--- src/rtl/retire_rat_pkg.sv ---
// Shared sizing parameters and the retirement commit-port type.
// The free-list capacity is whatever physical space the architectural map does not occupy.
package params;
  localparam int P_WIDTH    = 6;
  localparam int A_REG_SIZE = 32;
  localparam int FL_DEPTH   = 2**P_WIDTH - A_REG_SIZE;
endpackage

package rv32i_types;
  import params::*;

  typedef struct packed {
    logic               valid;
    logic [4:0]         rd;
    logic [P_WIDTH-1:0] pd;
  } commit_t;
endpackage

--- src/rtl/free_list.sv ---
// Circular free list of physical registers. Head entry and occupancy are combinational from registers.
// Push and pop land on the next edge. Flush refills the list to full, and a push into a full list is dropped.
module free_list #(
  parameter int P_WIDTH    = params::P_WIDTH,
  parameter int A_REG_SIZE = params::A_REG_SIZE,
  parameter int DEPTH      = 2**P_WIDTH - A_REG_SIZE
) (
  input  logic               clk,
  input  logic               rst,
  input  logic               push,
  input  logic [P_WIDTH-1:0] push_pd,
  input  logic               pop,
  input  logic               flush,
  output logic [P_WIDTH-1:0] head_pd,
  output logic               ok,
  output logic [P_WIDTH:0]   count
);
  localparam int IDX_W = (DEPTH > 1) ? $clog2(DEPTH) : 1;
  localparam int CW    = P_WIDTH + 1;

  typedef struct packed {
    logic             wrap;
    logic [IDX_W-1:0] idx;
  } ptr_t;

  ptr_t               head, tail, tail_next;
  logic [P_WIDTH-1:0] fl [DEPTH];
  logic               empty, full, push_en, pop_en;

  function automatic ptr_t inc(input ptr_t p);
    ptr_t r;
    r = p;
    if (p.idx == IDX_W'(DEPTH - 1)) begin
      r.idx  = '0;
      r.wrap = ~p.wrap;
    end else begin
      r.idx = p.idx + 1'b1;
    end
    return r;
  endfunction

  assign empty     = (head == tail);
  assign full      = (head.idx == tail.idx) && (head.wrap != tail.wrap);
  assign push_en   = push && !full;
  assign pop_en    = pop && !empty && !flush;
  assign tail_next = push_en ? inc(tail) : tail;

  assign head_pd = fl[head.idx];
  assign ok      = !empty;

  // Index arithmetic by hand so a non-power-of-two depth still counts correctly.
  always_comb begin
    if (tail.wrap == head.wrap)
      count = CW'(tail.idx) - CW'(head.idx);
    else
      count = CW'(DEPTH) + CW'(tail.idx) - CW'(head.idx);
  end

  always_ff @(posedge clk or posedge rst) begin
    if (rst) begin
      for (int k = 0; k < DEPTH; k++)
        fl[k] <= P_WIDTH'(A_REG_SIZE + k);
      head <= '{wrap: 1'b0, idx: '0};
      tail <= '{wrap: 1'b1, idx: '0};
    end else begin
      if (push_en)
        fl[tail.idx] <= push_pd;
      tail <= tail_next;
      // Flush reclaims every slot behind the tail, including the one just pushed.
      if (flush)
        head <= '{wrap: ~tail_next.wrap, idx: tail_next.idx};
      else if (pop_en)
        head <= inc(head);
    end
  end

  a_no_push_full: assert property (@(posedge clk) disable iff (rst) !(push && full))
    else $error("free_list: push into a full list");
endmodule

--- src/rtl/retire_rat.sv ---
// Retirement RAT: committed arch->phys map and the physical free list. Map and alloc head are zero-latency.
// Updates appear after one edge. Alloc is only honoured while alloc_ok is high.
module retire_rat
  import rv32i_types::*;
#(
  parameter int P_WIDTH    = params::P_WIDTH,
  parameter int A_REG_SIZE = params::A_REG_SIZE
) (
  input  logic               clk,
  input  logic               rst,
  input  logic               commit_valid,
  input  logic [4:0]         commit_rd,
  input  logic [P_WIDTH-1:0] commit_pd,
  input  logic               flush,
  input  logic               alloc_req,
  output logic [P_WIDTH-1:0] alloc_pd,
  output logic               alloc_ok,
  output logic [P_WIDTH-1:0] RRAT [A_REG_SIZE],
  output logic [P_WIDTH:0]   free_count
);
  localparam int FL_DEPTH = 2**P_WIDTH - A_REG_SIZE;

  commit_t            cm;
  logic               commit_en;
  logic [P_WIDTH-1:0] old_pd;
  logic [P_WIDTH-1:0] rrat      [A_REG_SIZE];
  logic [P_WIDTH-1:0] rrat_next [A_REG_SIZE];

  assign cm        = '{valid: commit_valid, rd: commit_rd, pd: commit_pd};
  assign commit_en = cm.valid && (cm.rd != '0) && !rst;
  assign old_pd    = rrat[cm.rd];

  // The exported map includes this cycle's commit so a coincident flush restores it.
  always_comb begin
    rrat_next = rrat;
    if (commit_en)
      rrat_next[cm.rd] = cm.pd;
  end

  assign RRAT = rrat_next;

  always_ff @(posedge clk or posedge rst) begin
    if (rst) begin
      for (int i = 0; i < A_REG_SIZE; i++)
        rrat[i] <= P_WIDTH'(i);
    end else if (commit_en) begin
      rrat[cm.rd] <= cm.pd;
    end
  end

  free_list #(
    .P_WIDTH    (P_WIDTH),
    .A_REG_SIZE (A_REG_SIZE),
    .DEPTH      (FL_DEPTH)
  ) u_free_list (
    .clk     (clk),
    .rst     (rst),
    .push    (commit_en),
    .push_pd (old_pd),
    .pop     (alloc_req),
    .flush   (flush),
    .head_pd (alloc_pd),
    .ok      (alloc_ok),
    .count   (free_count)
  );
endmodule

--- config.mk ---
export PLATFORM = sky130hd
export DESIGN_NAME = retire_rat
export DESIGN_NICKNAME = d
export VERILOG_FILES = /design/src/rtl/retire_rat_pkg.sv /design/src/rtl/free_list.sv /design/src/rtl/retire_rat.sv
export SDC_FILE = /design/constraint.sdc
export NUM_CORES = 1
export LEC_CHECK = 0
export CAP_MARGIN = 15
export CORE_MARGIN = 4
export CORE_UTILIZATION = 40
export DETAILED_ROUTE_END_ITERATION = 10
export PLACE_DENSITY = 0.61
export SYNTH_ARGS = -nofsm -noshare
export SYNTH_HDL_FRONTEND = slang
export SYNTH_SLANG_ARGS = --single-unit
--- constraint.sdc ---
create_clock -name clk -period 22.4 [get_ports clk]
set_input_delay 6.72 -clock clk [delete_from_list [all_inputs] [get_ports clk]]
set_output_delay 6.72 -clock clk [all_outputs]
set_load 0.05 [all_outputs]
==> flow_metrics.tcl <==
set metrics [dict create \
    dieArea_sq_mm 0.0513 \
    via_per_inst 5.57 \
    numPlacedInstances 2137 \
    post_cts_resize_count 0 \
    wire_per_inst_microns 25.0 \
    clockBufferDepth 3 \
    insertion_delay_ns 0.58 \
    async_flop_share_pct 100 \
    path_class "in2out" \
    hold_end "rrat[190]" \
    drc 0 \
    synth_edf_count 0 \
    tritoncts "yes" \
    final_cell_count_no_fill 2222 \
    syn_area_per_cell_sq_um 13.8 \
    antenna_found_initial 0 \
    cts_num_sinks 396 \
    post-cts-setup-buffers 0 \
    die_w_microns 227 \
    fin_skew_ns 0.0295 \
    htreeDepth 2 \
    worst_setup_path_end_kind "output port" \
    netlist.area_leader.share_pct 26.6 \
    area_delta_synth_final_pct 21.7 \
    p_per_area_mw_per_mm2 109 \
    ir_drop_v 0.0000619 \
    core_sq_mm 0.0469 \
    setup_viol 0 \
    maxCapViolCount 0 \
    period_minus_slack_ns 16.74 \
    synth-seq-cells 396 \
    tns_ns 0 \
    min-delay-start "rrat[190]" \
    worstReg2RegEnd "u_free_list.fl[86]" \
    yosysWarnings 0 \
    syn-num-nets 1417 \
    arrival_ns 10.02 \
    portBuffers 221 \
    grt_pass1_vias 13300 \
    grt_use_total_pct 21.7 \
    grt_pass1_wl_mm 84.3 \
    syn-instance-count 1388 \
    io_pins 222 \
    hold_depth 0 \
    vias 12400 \
    row_count 79 \
    min_period_over_period_pct 74.7 \
    finalMaxSlewViolations 0 \
    p_leak_nw 10.0 \
    cts_hold_buffers 0 \
    dpl_worst_slack_ns 5.74 \
    crit_fanout 23 \
    grt_max_degree 144 \
    cp-start-kind "input pin" \
    synth_top_cell_by_area "dfrtp_1" \
    gp_congestion 0.856 \
    n_antenna_cell 0 \
    rsz0062_at_grt "no" \
    r2r_setup_slack_ns 18.05 \
    reg2reg_depth 7 \
    required_ns 15.68 \
    status "completed" \
    firstDrtPassIters 5 \
    ant_nets 0 \
    clock.fmax_mhz 59.7 \
    clk_pin_slew_ns 0.05 \
    fin_nets 1607 \
    synth_ff_type "dfrtp_1" \
    grt.overflow.total 0 \
    drive_gt1_share_pct 45.3 \
    r2r_start "u_free_list.head[3]" \
    finalPower_mw 2.54 \
    synth_area_leaders "dfrtp_1, dfstp_2, mux2_2" \
    syn_area_sq_mm 0.0191 \
    worst_pin_slew_ns 1.16 \
    fp.dieH_microns 227 \
    synth_seq_area_share_pct 53.1 \
    drt_wl_total_mm 55.7 \
    drt_iter0_drc 772 \
    yosysUniqueCellTypes 49 \
    slew_headroom_pct 22.3 \
    setup_ws_ns 5.66 \
    numCtsBuffers 45 \
    hold_path.class "reg2reg" \
    dp_hpwl_mm 38.3 \
    hold_viol 0 \
    cts-root-buf "clkbuf_16" \
    initial_core_util_pct 40.8 \
]
[state kept, by name (all words and copies together), names as in the netlist, named ones only]
name,count
u_free_list.head,6
rrat,192
u_free_list.tail,5
u_free_list.fl,192
[cells by family after synthesis]
family	Yosys count	share of synthesized area, %
xor+xnor	5	0.268
buf+inv	109	2.54
simple gates	215	6.42
mux	543	33.3
compound gates	107	3.46
flops	396	53.1
fa+ha+maj	13	0.890
[metrics by stage]
stage	utilization [%]	hold WS [ns]	area [sq um]
2_1_floorplan	-	0.474	19100
3_3_place_gp	46.5	0.393	21800
3_5_place_dp	46.5	0.399	21800
4_1_cts	49.6	0.412	23200
5_1_grt	49.6	0.423	23200
6_report	49.6	0.404	23200
[where the power goes]
group          switching, mW  total [mW]  internal [mW]
logic                  0.566       0.882          0.316
clock network          0.295       0.734          0.438
registers             0.0735       0.921          0.847
total                  0.935        2.54           1.60
[worst max path at each step]
stage                     end  depth (start not counted)    startpoint  slack [ns]
floorplan           rrat[100]                          1           rst        4.99
global placement    RRAT[118]                          5  commit_rd[2]        5.79
detailed placement  RRAT[118]                          5  commit_rd[2]        5.74
CTS                 RRAT[113]                          6  commit_rd[0]        5.74
global route        RRAT[115]                          6  commit_rd[0]        5.55
finish              RRAT[113]                          6  commit_rd[0]        5.66
[final cells by class]
cell class	instances	area (sq um)
fillers	4131	23600
clock buffers	72	1320
repair buffers	241	2350
well taps	607	759
flip-flops and latches	396	10200
multi-input cells	883	8470
clock inverters	12	143
inverters	11	48.8
[synthesized netlist by cell type, types with 5 or more instances]
master,instances
mux2_2,378
dfrtp_1,203
dfstp_2,193
mux2i_1,128
nand2_1,75
clkbuf_1,50
o22ai_1,48
buf_2,37
mux4_2,36
nor2_1,29
nand3_2,26
a21oi_1,20
nand3_1,18
nor4_1,13
ha_1,12
inv_1,11
nor3_1,11
o21ai_0,10
a31oi_1,9
nor3b_1,7
a22oi_1,6
nand4bb_1,6
and3_1,5
buf_1,5
nand4b_1,5
o21a_1,5
[routing by layer]
metal | global-route usage, % | vias up | share of wire [%]
met5 | 0 | - | 0
met4 | 6.09 | 0 | 2.3
met3 | 7.60 | 75 | 8.0
met2 | 35.4 | 340 | 47
met1 | 27.6 | 6452 | 42
li1 | - | 5514 | -
[critical path: stages]
cell	delay (ns)
clkdlybuf4s50_1	0.91
nand2_1	0.13
or2_2	0.35
nor3_1	0.74
mux2_2	0.44
clkdlybuf4s50_1	0.71
[cell usage in the layout, fill, tap and decap left out, types with 11 or more instances in the layout]
| master | netlist | routed |
|---|---|---|
| a21oi_1 | 20 | 20 |
| buf_4 | 4 | 20 |
| clkbuf_1 | 50 | 20 |
| clkbuf_16 | 0 | 47 |
| clkdlybuf4s50_1 | 0 | 218 |
| dfrtp_1 | 203 | 201 |
| dfstp_2 | 193 | 193 |
| ha_1 | 12 | 12 |
| mux2_2 | 378 | 378 |
| mux2i_1 | 128 | 128 |
| mux4_2 | 36 | 36 |
| nand2_1 | 75 | 75 |
| nand3_1 | 18 | 18 |
| nand3_2 | 26 | 26 |
| nor2_1 | 29 | 29 |
| nor3_1 | 11 | 11 |
| nor4_1 | 13 | 13 |
| o22ai_1 | 48 | 48 |
Power figures use the tool's default switching activity.
